## src/rtl/pipelined_sparse_tree_adder_if.sv

```systemverilog
// rtl/pipelined_sparse_tree_adder_if.sv - valid/ready operand and result bundle; SPARSE_ADDER_SATURATE_EN adds saturate
interface pipelined_sparse_tree_adder_if #(
    parameter int N_BIT = 32
);
    logic             in_valid;
    logic             in_ready;
    logic [N_BIT-1:0] operand_1;
    logic [N_BIT-1:0] operand_2;
    logic             carry_in;
    logic             sub;
`ifdef SPARSE_ADDER_SATURATE_EN
    logic             saturate;
`endif
    logic             out_valid;
    logic             out_ready;
    logic [N_BIT-1:0] sum;
    logic             carry_out;
    logic             overflow;

    modport master (
`ifdef SPARSE_ADDER_SATURATE_EN
        output saturate,
`endif
        output in_valid, operand_1, operand_2, carry_in, sub, out_ready,
        input  in_ready, out_valid, sum, carry_out, overflow
    );

    modport slave (
`ifdef SPARSE_ADDER_SATURATE_EN
        input  saturate,
`endif
        input  in_valid, operand_1, operand_2, carry_in, sub, out_ready,
        output in_ready, out_valid, sum, carry_out, overflow
    );
endinterface

```

## src/rtl/pipelined_sparse_tree_adder.sv

```systemverilog
// rtl/pipelined_sparse_tree_adder.sv - pipelined sparse Sklansky adder/subtractor with valid/ready flow; SPARSE_ADDER_SATURATE_EN enables clamping
module pipelined_sparse_tree_adder #(
    parameter int N_BIT       = 32,
    parameter int SPARSITY    = 4,
    parameter int PIPE_STAGES = 2
) (
    input logic                          clk,
    input logic                          rst,
    pipelined_sparse_tree_adder_if.slave bus
);
    localparam int NG      = N_BIT / SPARSITY;
    localparam int LV      = (NG > 1) ? $clog2(NG) : 0;
    localparam int MID     = (PIPE_STAGES > 2) ? PIPE_STAGES - 2 : 0;
    localparam int MID_DIV = (MID > 0) ? MID : 1;
    localparam int NPL     = (PIPE_STAGES > 1) ? PIPE_STAGES - 1 : 1;

    if (!(SPARSITY == 2 || SPARSITY == 4 || SPARSITY == 8) || N_BIT < 8 ||
        (N_BIT % SPARSITY) != 0 || PIPE_STAGES < 1 || PIPE_STAGES > 4) begin : g_param_check
        $error("pipelined_sparse_tree_adder: illegal N_BIT/SPARSITY/PIPE_STAGES");
    end

    typedef struct packed {
        logic [N_BIT-1:0] a;
        logic [N_BIT-1:0] b;
        logic             c0;
`ifdef SPARSE_ADDER_SATURATE_EN
        logic             sat;
`endif
        logic [NG-1:0]    gg;
        logic [NG-1:0]    gp;
    } pl_t;

    // Prefix levels completed by the time a transaction sits in payload register s.
    function automatic int levels_done(int s);
        if (MID == 0 || s == 0) return 0;
        return s * (LV / MID_DIV) + ((s < (LV % MID_DIV)) ? s : (LV % MID_DIV));
    endfunction

    // Sklansky levels lo..hi-1 over the group generate/propagate pairs.
    function automatic pl_t prefix(pl_t x, int lo, int hi);
        pl_t y;
        y = x;
        for (int k = 0; k < LV; k++) begin
            if (k >= lo && k < hi) begin
                for (int j = 0; j < NG; j++) begin
                    if (((j >> k) & 1) == 1) begin
                        y.gg[j] = y.gg[j] | (y.gp[j] & y.gg[((j >> k) << k) - 1]);
                        y.gp[j] = y.gp[j] & y.gp[((j >> k) << k) - 1];
                    end
                end
            end
        end
        return y;
    endfunction

    // Carry-select groups muxed by the tree carries; returns {overflow, carry_out, sum}.
    function automatic logic [N_BIT+1:0] finish(pl_t x);
        logic [N_BIT-1:0]    s;
        logic [SPARSITY-1:0] s0;
        logic [SPARSITY-1:0] s1;
        logic [NG:0]         cvec;
        logic                co;
        logic                ov;
        cvec = {x.gg, x.c0};
        s    = '0;
        for (int j = 0; j < NG; j++) begin
            s0 = x.a[j*SPARSITY +: SPARSITY] + x.b[j*SPARSITY +: SPARSITY];
            s1 = s0 + {{(SPARSITY-1){1'b0}}, 1'b1};
            s[j*SPARSITY +: SPARSITY] = cvec[j] ? s1 : s0;
        end
        co = x.gg[NG-1];
        ov = co ^ (s[N_BIT-1] ^ x.a[N_BIT-1] ^ x.b[N_BIT-1]);
`ifdef SPARSE_ADDER_SATURATE_EN
        if (x.sat && ov)
            s = x.a[N_BIT-1] ? {1'b1, {(N_BIT-1){1'b0}}} : {1'b0, {(N_BIT-1){1'b1}}};
`endif
        return {ov, co, s};
    endfunction

    pl_t                    front;
    pl_t                    pl_q   [NPL];
    pl_t                    stg_in [NPL];
    logic [N_BIT-1:0]       b_eff;
    logic [N_BIT-1:0]       g_bit;
    logic [N_BIT-1:0]       p_bit;
    logic                   gg_t;
    logic                   gp_t;
    logic                   full;
    logic [PIPE_STAGES-1:0] vld;
    logic [PIPE_STAGES-1:0] rdy;
    logic [PIPE_STAGES-1:0] stg_v;
    logic [N_BIT+1:0]       fin_res;
    logic [N_BIT+1:0]       res_q;

    // Carry-in is folded into bit 0's generate so the tree yields final carries directly.
    always_comb begin
        front    = '0;
        b_eff    = bus.sub ? ~bus.operand_2 : bus.operand_2;
        front.a  = bus.operand_1;
        front.b  = b_eff;
        front.c0 = bus.sub | bus.carry_in;
`ifdef SPARSE_ADDER_SATURATE_EN
        front.sat = bus.saturate;
`endif
        p_bit    = bus.operand_1 ^ b_eff;
        g_bit    = bus.operand_1 & b_eff;
        g_bit[0] = g_bit[0] | (p_bit[0] & front.c0);
        gg_t     = 1'b0;
        gp_t     = 1'b1;
        for (int j = 0; j < NG; j++) begin
            gg_t = 1'b0;
            gp_t = 1'b1;
            for (int i = 0; i < SPARSITY; i++) begin
                gg_t = g_bit[j*SPARSITY+i] | (p_bit[j*SPARSITY+i] & gg_t);
                gp_t = gp_t & p_bit[j*SPARSITY+i];
            end
            front.gg[j] = gg_t;
            front.gp[j] = gp_t;
        end
    end

    always_comb begin
        stg_in[0] = front;
        for (int s = 1; s < PIPE_STAGES - 1; s++)
            stg_in[s] = prefix(pl_q[s-1], levels_done(s-1), levels_done(s));
        if (PIPE_STAGES == 1)
            fin_res = finish(prefix(front, 0, LV));
        else
            fin_res = finish(prefix(pl_q[NPL-1], levels_done(NPL-1), LV));
    end

    // A stage is ready when empty or when everything downstream of it can move.
    always_comb begin
        rdy      = '0;
        stg_v    = '0;
        full     = 1'b1;
        stg_v[0] = bus.in_valid;
        for (int s = 1; s < PIPE_STAGES; s++)
            stg_v[s] = vld[s-1];
        for (int s = 0; s < PIPE_STAGES; s++) begin
            full = 1'b1;
            for (int k = s; k < PIPE_STAGES; k++)
                full = full & vld[k];
            rdy[s] = bus.out_ready | ~full;
        end
    end

    always_ff @(posedge clk) begin
        if (rst) begin
            vld   <= '0;
            res_q <= '0;
            for (int s = 0; s < PIPE_STAGES - 1; s++)
                pl_q[s] <= '0;
        end else begin
            for (int s = 0; s < PIPE_STAGES - 1; s++) begin
                if (rdy[s]) begin
                    vld[s] <= stg_v[s];
                    if (stg_v[s])
                        pl_q[s] <= stg_in[s];
                end
            end
            if (rdy[PIPE_STAGES-1]) begin
                vld[PIPE_STAGES-1] <= stg_v[PIPE_STAGES-1];
                if (stg_v[PIPE_STAGES-1])
                    res_q <= fin_res;
            end
        end
    end

    assign bus.in_ready  = rdy[0];
    assign bus.out_valid = vld[PIPE_STAGES-1];
    assign bus.sum       = res_q[N_BIT-1:0];
    assign bus.carry_out = res_q[N_BIT];
    assign bus.overflow  = res_q[N_BIT+1];
endmodule

```

## src/flat_wrapper.sv

```systemverilog
// flat-port wrapper written by rule: the top's interface ports become plain ports
module pipelined_sparse_tree_adder_flat 
#(
    parameter int N_BIT       = 32,
    parameter int SPARSITY    = 4,
    parameter int PIPE_STAGES = 2
)
  (clk, rst, bus_in_valid, bus_operand_1, bus_operand_2, bus_carry_in, bus_sub, bus_out_ready, bus_in_ready, bus_out_valid, bus_sum, bus_carry_out, bus_overflow);
  pipelined_sparse_tree_adder_if #(.N_BIT(N_BIT)) bus_i ();
  input logic clk;
  input logic rst;
  input wire logic [$bits(bus_i.in_valid)-1:0] bus_in_valid;
  input wire logic [$bits(bus_i.operand_1)-1:0] bus_operand_1;
  input wire logic [$bits(bus_i.operand_2)-1:0] bus_operand_2;
  input wire logic [$bits(bus_i.carry_in)-1:0] bus_carry_in;
  input wire logic [$bits(bus_i.sub)-1:0] bus_sub;
  input wire logic [$bits(bus_i.out_ready)-1:0] bus_out_ready;
  output wire logic [$bits(bus_i.in_ready)-1:0] bus_in_ready;
  output wire logic [$bits(bus_i.out_valid)-1:0] bus_out_valid;
  output wire logic [$bits(bus_i.sum)-1:0] bus_sum;
  output wire logic [$bits(bus_i.carry_out)-1:0] bus_carry_out;
  output wire logic [$bits(bus_i.overflow)-1:0] bus_overflow;
  assign bus_i.in_valid = bus_in_valid;
  assign bus_i.operand_1 = bus_operand_1;
  assign bus_i.operand_2 = bus_operand_2;
  assign bus_i.carry_in = bus_carry_in;
  assign bus_i.sub = bus_sub;
  assign bus_i.out_ready = bus_out_ready;
  assign bus_in_ready = bus_i.in_ready;
  assign bus_out_valid = bus_i.out_valid;
  assign bus_sum = bus_i.sum;
  assign bus_carry_out = bus_i.carry_out;
  assign bus_overflow = bus_i.overflow;
  pipelined_sparse_tree_adder #(.N_BIT(N_BIT), .SPARSITY(SPARSITY), .PIPE_STAGES(PIPE_STAGES)) u_core (.clk(clk), .rst(rst), .bus(bus_i));
endmodule
```

## config.mk

```make
export PLATFORM = sky130hd
export DESIGN_NAME = pipelined_sparse_tree_adder_flat
export DESIGN_NICKNAME = d
export VERILOG_FILES = /design/src/rtl/pipelined_sparse_tree_adder_if.sv /design/src/rtl/pipelined_sparse_tree_adder.sv /design/src/flat_wrapper.sv
export SDC_FILE = /design/constraint.sdc
export NUM_CORES = 1
export LEC_CHECK = 0
export ABC_AREA = 1
export CAP_MARGIN = 20
export CORE_MARGIN = 8
export CORE_UTILIZATION = 55
export DETAILED_ROUTE_END_ITERATION = 10
export MAX_ROUTING_LAYER = met4
export PLACE_DENSITY = 0.87
export SKIP_LAST_GASP = 1
export SLEW_MARGIN = 25
export SYNTH_ARGS = -nofsm -noshare
export SYNTH_HDL_FRONTEND = slang
export SYNTH_SLANG_ARGS = --single-unit
```

## constraint.sdc

```tcl
create_clock -name clk -period 4.9 [get_ports clk]
set_input_delay 1.47 -clock clk [delete_from_list [all_inputs] [get_ports clk]]
set_output_delay 1.47 -clock clk [all_outputs]
set_load 0.005 [all_outputs]
```

After elaboration in Yosys (flattened, before gate mapping)
Memory sizes are Yosys's and may differ from the RTL's.
Index checks and enable logic that the tools add are counted.
W data, S select, Z words.
{ "totals": {"ramBits": 81, "ff_bits": 36, "inputBits": 70, "n_memories": 1, "word_cells": 154, "out_inout_bits": 36} }
{ "memory_table": {"columns": ["name", "depth", "width", "read_ports", "rd_ports_with_merged_regs", "write_ports", "line", "text"], "rows": [
  ["u_core.pl_q", 1, 81, 1, 0, 1, "pipelined_sparse_tree_adder.sv:81", "pl_t pl_q [NPL];"]
]} }
{ "classes": {"add_sub_neg": 16, "n_mux": 17, "n_bitwise": 115, "n_reduce_logical": 2} }
{ "op_table": {"columns": ["operator", "n"], "rows": [
  ["$mux W81", 1],
  ["$reduce_or A81 Y1", 1],
  ["$and A1 B1 Y1", 67],
  ["$or A1 B1 Y1", 40],
  ["$add A4 B1 Y4 const B", 8],
  ["$add A4 B4 Y4", 8],
  ["$and A32 B32 Y32", 1],
  ["$mux W32", 1],
  ["$mux W4", 8],
  ["$not A32 Y32", 1],
  ["$xor A32 B32 Y32", 1],
  ["$mux W1", 7],
  ["$xor A1 B1 Y1", 3],
  ["$not A1 Y1", 2],
  ["$reduce_and A2 Y1", 1]
]} }

Depth between registers and ports, before layout
Gate-level depths: netlist of run 1.
{ "depth": {"word_depth": 12, "ltp_mapped": 16, "ltp_nobuf": 16} }

Worst setup path after synthesis of run 1
No wires, ideal clock.
{ "synth_path": {"path_kind": "in2reg", "start": "input port rst", "end": "memory u_core.pl_q[0][10] in the netlist's numbering (enable)", "setup_ps": 795, "required_ps": 4105, "setup_slack_ps": 875, "t_arrival_ps": 3231, "n_path_buf": 1, "path_stages": 3, "cell_sequence": "inv_1 -> clkbuf_1 -> nand2_1"} }
{ "synth_via": {"elab_chain_len": 4, "word_cells_on_any_way": 6, "classes_between": "mux: 5; reduce/logical: 1"} }
{ "synth_lines": {"columns": ["item", "line", "text"], "rows": [
  ["start: declaration", "flat_wrapper.sv:11", "input logic rst;"],
  ["$mux W1", "pipelined_sparse_tree_adder.sv:149", "if (rst) begin"],
  ["$mux W1 (implied by the code)", "pipelined_sparse_tree_adder.sv:159", "pl_q[s] <= stg_in[s];"],
  ["$reduce_or A81 Y1 (no source line)", null, null],
  ["$mux W1 (no source line) *", null, null],
  ["end: declaration", "pipelined_sparse_tree_adder.sv:81", null]
]} }
Mark *: on every way between the ends. The rest lies on a longest branch, timed or not.

Worst setup path after layout of run 1
{ "layout_path": {"start": "input port bus_out_ready", "end": "output port bus_in_ready"} }
{ "layout_via": {"elab_chain_len": 1} }
{ "layout_lines": {"columns": ["item", "line", "text"], "rows": [
  ["start: declaration", "flat_wrapper.sv:17", "input wire logic [$bits(bus_i.out_ready)-1:0] bus_out_ready;"],
  ["$or A1 B1 Y1", "pipelined_sparse_tree_adder.sv:144", "rdy[s] = bus.out_ready | ~full;"],
  ["end: declaration", "flat_wrapper.sv:18", "output wire logic [$bits(bus_i.in_ready)-1:0] bus_in_ready;"]
]} }
No other way between the ends.

==> flow_summary_export.csv, run 1 <==
group,metric,value,unit
run_status,outcome,"finished, final reports clean",
power_and_ir_drop,clock_power_share,0.413,
global_route,antenna_found_initial,0,
setup_path,end_kind,"output pin",
sta,hold_viol,0,
yosys,synth-seq-cells,116,
place,place_area,0.00816,mm^2
yosys,synth_nets,926,
sta,slew_headroom,0.454,
setup_path,start_kind,"input port",
sta,finalSetupViolCount,0,
setup_path,crit_arrival,2.69,ns
clock_network,insertion_delay,0.42,ns
layout,finalCoreUtilization,0.701,
sta,finalCritPeriodShare,0.849,
clock_network,clock_sinks,116,
power_and_ir_drop,pwr-share-comb,0.188,
layout,fill_cells,930,
power_and_ir_drop,seq_power_share,0.400,
floorplan,rows,41,
sta,worstMarginPinSlew,0.817,ns
sta,rsz0062_at_grt,"false",
detailed_routing,vias_per_cell,5.09,
detailed_routing,wirelength,15.2,mm
clock_network,cts_tree,"yes",
yosys,synth_area_leader_cell,"edfxtp_1",
yosys,synth.yosys.seq_area_share,0.449,
floorplan,die_h,128,um
setup_path,crit_path_max_fanout,3,
clock_network,clockRootBuffer,"clkbuf_16",
sta,fin_crit,4.16,ns
detailed_routing,wl_per_cell,14.2,um
place,place_congestion,0.827,
setup_path,cp.required,3.43,ns
global_route,grt_max_degree,81,
worst_hold_path,hold_path_class,"register to register",
layout,insertedDiodeCount,0,
layout,drive_gt1_frac,0.0931,
clock_network,cts_resized,0,
layout,finalInstanceArea,0.00874,mm^2
yosys,synthCells,784,
power_and_ir_drop,p_sw,0.750,mW
place,hpwl,10.7,mm
yosys,syn_avg_cell_area,8.87,um^2
clock_network,clock_path_buffers,2,
power_and_ir_drop,p_per_area,334,mW/mm^2
detailed_routing,drt-initial-drc-count,319,
layout,num-nets-final,1031,
yosys,ys_warn_count,0,
detailed_routing,drc,0,
yosys,synth_top_area_share,0.345,
floorplan,die_area,0.0165,mm^2
power_and_ir_drop,p_leak,4.10,nW
clock_network,numCtsBuffers,17,
clock_network,postCtsSetupRepairBufs,0,
run,drv_cap,0,
layout,syn_to_final_growth,25.7,%
sta,fin_tns_setup,0,ns
sta,maxSlewViolCount,0,
sta,fmax,240,MHz
place,portBuffers,105,
floorplan,pin_count,106,
floorplan,start_util,0.558,
yosys,yosysUniqueCellTypes,33,
global_route,grt_first_pass_wirelength,24.4,mm
global_route,track_usage,0.194,
global_route,overflow,0,
clock_network,clkTransAtPathRegs,0.05,ns
global_route,grt_pass1_vias,5310,
yosys,ys_top_cells_by_area,"edfxtp_1 (35%), ha_1 (12%), dfxtp_1 (10%), nand2_1 (7.0%), inv_1 (6.2%)",
power_and_ir_drop,p_int,2.17,mW
yosys,netlist_area,0.00695,mm^2
floorplan,fp.dieW,128,um
floorplan,coreArea,0.0125,mm^2
sta,worst_clock_skew,0.0134,ns
detailed_routing,drt_first_pass_iters,5,
detailed_routing,ant_nets,0,
clock_network,htreeDepth,4,
clock_network,postCtsHoldBufs,0,
power_and_ir_drop,ir_drop,0.211,mV
power_and_ir_drop,sw_frac_of_total,0.257,
setup_path,critical_path_class,"input port to output pin",
detailed_routing,vias,5468,
## cell type report
type                    count  area (um^2)  area share
clock buffers              18          429      0.0491
clock inverters            14          143      0.0163
repair buffers            110         1090       0.124
well taps                 172          215      0.0246
flip-flops and latches    116         3120       0.357
multi-input cells         526         3300       0.377
inverters                 118          445      0.0509
## flip-flops by register name, indices dropped and copies added, names as in the netlist
signal and flops:
u_core.res_q 34, u_core.pl_q 80, u_core.vld 2
## per-stage QoR
stage	hold WS, ns	power, mW	setup WS, ns	instances
6_report	0.484	2.92	0.738	1074
5_1_grt	0.527	3.05	0.680	1074
4_1_cts	0.490	2.94	0.739	1074
3_5_place_dp	0.480	1.72	0.739	1042
3_3_place_gp	0.464	1.70	0.782	1042
2_1_floorplan	0.451	1.52	0.875	784
## layout by cell type, fill, tap and decap left out, drive strengths merged, types with 8 or more instances in the layout
cell / instances
nand2: 137
inv: 117
clkdlybuf4s50: 105
edfxtp: 80
nor2: 73
a21oi: 72
ha: 64
o21ai: 41
dfxtp: 36
nand3: 36
or2: 33
xor2: 21
xnor2: 19
clkbuf: 18
clkinv: 12
nand4: 8
fa: 8
## layer usage
layer / vias up / track usage / routed length (um)
met5: - / - / 0
met4: 0 / 0.0979 / 422
met3: 27 / 0.0389 / 735
met2: 146 / 0.331 / 7710
met1: 2501 / 0.213 / 6340
li1: 2794 / - / -
## worst max-delay path, cell delays in order
cell             delay [ns]
clkdlybuf4s50_1        0.47
inv_1                  0.04
nand2_1                0.09
nor2_1                 0.06
inv_1                  0.06
clkdlybuf4s50_1        0.50
## final timing paths
check | from | endpoint | slack [ns] | cells after the start
hold / removal | u_core.vld[0]$_SDFFE_PP0N_ | u_core.vld[1]$_SDFFE_PP0N_ | 0.48 | 2
setup reg to reg | u_core.vld[1]$_SDFFE_PP0N_ | u_core.pl_q[0][1]$_SDFFCE_PN0P_ | 2.58 | 8
hold reg to reg | u_core.vld[0]$_SDFFE_PP0N_ | u_core.vld[1]$_SDFFE_PP0N_ | 0.48 | 2
setup / recovery | bus_out_ready | bus_in_ready | 0.74 | 6
## cells in the mapped netlist
| cell | instances |
|---|---|
| inv_4 | 1 |
| nor3_1 | 1 |
| nor4_1 | 1 |
| edfxtp_1 | 80 |
| nor2_2 | 1 |
| clkinv_1 | 1 |
| o21ai_1 | 2 |
| dfxtp_1 | 36 |
| a31oi_1 | 4 |
| nand2_1 | 130 |
| o21bai_1 | 1 |
| inv_2 | 1 |
| buf_2 | 9 |
| nand3_1 | 34 |
| or2_2 | 33 |
| xor2_1 | 21 |
| nand2_2 | 2 |
| nand3_2 | 2 |
| o211ai_1 | 3 |
| a21oi_1 | 70 |
| o21bai_4 | 1 |
| a21oi_2 | 2 |
| nand2_8 | 1 |
| o221ai_1 | 3 |
| clkbuf_1 | 15 |
| ha_1 | 64 |
| o21ai_0 | 39 |
| nand4_1 | 8 |
| nand2_4 | 4 |
| xnor2_1 | 19 |
| inv_1 | 115 |
| nor2_1 | 72 |
| fa_1 | 8 |
## power groups by stage
stage | registers, mW | clock network [mW] | logic, mW
floorplan | 1.18 | 0 | 0.342
global placement | 1.18 | 0 | 0.517
finish | 1.17 | 1.20 | 0.547
CTS | 1.17 | 1.22 | 0.548
global route | 1.17 | 1.27 | 0.613
detailed placement | 1.19 | 0 | 0.539
## cell families after synthesis
| group | share of synthesized area |
|---|---|
| buf+inv | 0.0786 |
| simple gates | 0.187 |
| flops | 0.449 |
| compound gates | 0.0968 |
| fa+ha+maj | 0.138 |
| xor+xnor | 0.0504 |
Note: power is estimated with default switching activity, not from simulation.
==> run 2: changes to the inputs <==
- clock period: 4.9 -> 4.2 ns (I/O delays scaled with it)
==> run 2 against run 1 <==
Compared with the run above:
- critical path depth did not move
- sequential cell count did not move
- power grew 14%
- setup slack worse by 0.27 ns
- routed wire length down 2.1%
- die area did not move
- clock power up 10%
- core utilization up 0.070 points
- first-iteration DRC count decreased by 6.3%
- cell area grew 0.10%
- critical path type unchanged
- largest power group is now registers
- highest routed layer unchanged
==> flow_summary_export.csv, run 2 (synthesized netlist as in run 1, its figures left out) <==
group,metric,value,unit
place,place_inst,1044,
power_and_ir_drop,clock_power_share,0.398,
layout,top_regs,"u_core.pl_q x80, u_core.res_q x34, u_core.vld x2",
detailed_routing,drt_first_pass_iters,7,
sta,finalSetupViolCount,0,
clock_network,cts_resized,0,
global_route,busiest_layer,"met2",
power_and_ir_drop,p_sw,0.853,mW
sta,fmax,268,MHz
sta,worst_clock_skew,0.00884,ns
clock_network,clock_sinks,116,
detailed_routing,vias_per_cell,5.02,
layout,finalCoreUtilization,0.702,
clock_network,clockRootBuffer,"clkbuf_16",
setup_path,crit_path_max_fanout,3,
clock_network,htreeDepth,4,
clock_network,cts_tree,"yes",
layout,fill_cells,928,
global_route,track_usage,0.195,
global_route,grt_pass1_vias,5322,
run_status,outcome,"finished, final reports clean",
layout,top_register,"u_core.pl_q",
sta,finalCritPeriodShare,0.889,
global_route,grt_first_pass_wirelength,24.4,mm
layout,num-nets-final,1033,
power_and_ir_drop,p_int,2.46,mW
sta,hold_viol,0,
clock_network,postCtsHoldBufs,0,
floorplan,pin_count,106,
floorplan,start_util,0.558,
setup_path,end_kind,"output pin",
sta,worstMarginPinSlew,0.600,ns
clock_network,clock_path_buffers,2,
run,drv_cap,0,
global_route,overflow,0,
layout,mostFrequentLayoutCell,"nand2_1",
layout,drive_gt1_frac,0.0929,
power_and_ir_drop,seq_power_share,0.411,
global_route,antenna_found_initial,0,
detailed_routing,wirelength,14.9,mm
power_and_ir_drop,p_leak,4.11,nW
layout,layout_common_cells,"nand2_1 (129), inv_1 (114), clkdlybuf4s50_1 (105)",
place,hpwl,10.8,mm
clock_network,postCtsSetupRepairBufs,0,
power_and_ir_drop,ir_drop,0.298,mV
sta,slew_headroom,0.599,
setup_path,critical_path_class,"input port to output pin",
sta,fin_crit,3.73,ns
global_route,gr-usage-met1,0.206,
layout,fin_cells,1076,
setup_path,slowest_stage,"clkdlybuf4s50_1",
setup_path,cp.required,2.94,ns
sta,fin_tns_setup,0,ns
floorplan,fp.dieW,128,um
floorplan,die_h,128,um
detailed_routing,drt-initial-drc-count,299,
layout,insertedDiodeCount,0,
clock_network,clkTransAtPathRegs,0.05,ns
clock_network,numCtsBuffers,17,
power_and_ir_drop,pwr-share-comb,0.191,
global_route,grt_use_met2,0.338,
setup_path,crit_arrival,2.47,ns
detailed_routing,ant_nets,0,
floorplan,coreArea,0.0125,mm^2
setup_path,crit_chain,"clkdlybuf4s50_1, inv_1, nand2_1, nor2_1, inv_1, clkdlybuf4s50_1",
floorplan,rows,41,
setup_path,max_stage_delay,0.50,ns
clock_network,insertion_delay,0.41,ns
power_and_ir_drop,total_power,3.31,mW
layout,multiInputGateArea,0.00329,mm^2
power_and_ir_drop,p_per_area,379,mW/mm^2
sta,rsz0062_at_grt,"false",
detailed_routing,drc,0,
layout,ff_latch_area,0.00312,mm^2
setup_path,worst-path-buf-inv,4,
place,portBuffers,105,
layout,largest_register_ffs,80,
global_route,grt_max_degree,65,
worst_hold_path,hold_path_class,"register to register",
place,place_congestion,0.846,
setup_path,start_kind,"input port",
floorplan,die_area,0.0165,mm^2
detailed_routing,wl_per_cell,13.8,um
layout,syn_to_final_growth,25.9,%
sta,maxSlewViolCount,0,
power_and_ir_drop,sw_frac_of_total,0.257,
global_route,gr-usage-met3,0.0422,
detailed_routing,vias,5401,
setup_path,crit_family,"buffers and inverters",
==> run 2: cell count changes in the layout (fill, tap and decap cells not counted) <==
cell,previous run,this run
buf_12,0,2
clkbuf_16,17,18
bufinv_16,3,0
nand2_4,4,5
clkinv_1,3,1
clkbuf_1,1,5
nand2_8,2,1
clkbuf_8,0,4
clkinv_2,9,5
==> run 2: metal layers <==
layer  wire length (um)  share of wire
met1               6210           0.42
met2               7600           0.51
met3                670          0.045
met4                401          0.027
met5                  0              0
==> run 2: final cells by class <==
cell class / count / share of cell area
flip-flops and latches: 116 / 0.357
clock inverters: 5 / 0.00286
inverters: 118 / 0.0509
multi-input cells: 526 / 0.376
well taps: 172 / 0.0246
clock buffers: 27 / 0.0599
repair buffers: 112 / 0.129
==> run 2: worst paths after layout <==
| path | start | end | slack [ns] | cells past startpoint |
|---|---|---|---|---|
| max | bus_out_ready | bus_in_ready | 0.47 | 6 |
| min | u_core.vld[0]$_SDFFE_PP0N_ | u_core.vld[1]$_SDFFE_PP0N_ | 0.48 | 2 |
| max reg2reg | u_core.pl_q[0][45]$_SDFFCE_PN0P_ | u_core.res_q[33]$_SDFFE_PP0P_ | 2.14 | 13 |
| min reg2reg | u_core.vld[0]$_SDFFE_PP0N_ | u_core.vld[1]$_SDFFE_PP0N_ | 0.48 | 2 |
==> run 2: per-stage QoR <==
step	cell area (um^2)	worst slack, ns	hold WS (ns)
after floorplan	6950	0.385	0.451
after global placement	8200	0.502	0.465
after detailed placement	8200	0.452	0.472
after CTS	8750	0.456	0.481
after global routing	8750	0.421	0.498
final	8750	0.466	0.480
==> run 2: tightest hold or removal path, cell delays in order (launching register included) <==
cell and delay (ns):
dfxtp_1 0.30, inv_1 0.07, a21oi_1 0.06
==> run 2: power groups by stage <==
stage	Combinational (mW)	Clock [mW]	Sequential, mW
after global routing	0.716	1.38	1.37
after floorplan	0.399	0	1.38
after CTS	0.638	1.33	1.36
final	0.632	1.32	1.36
after global placement	0.607	0	1.38
after detailed placement	0.629	0	1.38
==> run 3: changes to the inputs <==
- SETUP_SLACK_MARGIN: default -> 0.3
- SKIP_LAST_GASP: 1 -> default
==> results of run 3 <==
The final DEF is identical to that of run 2; final timing and power are the same.
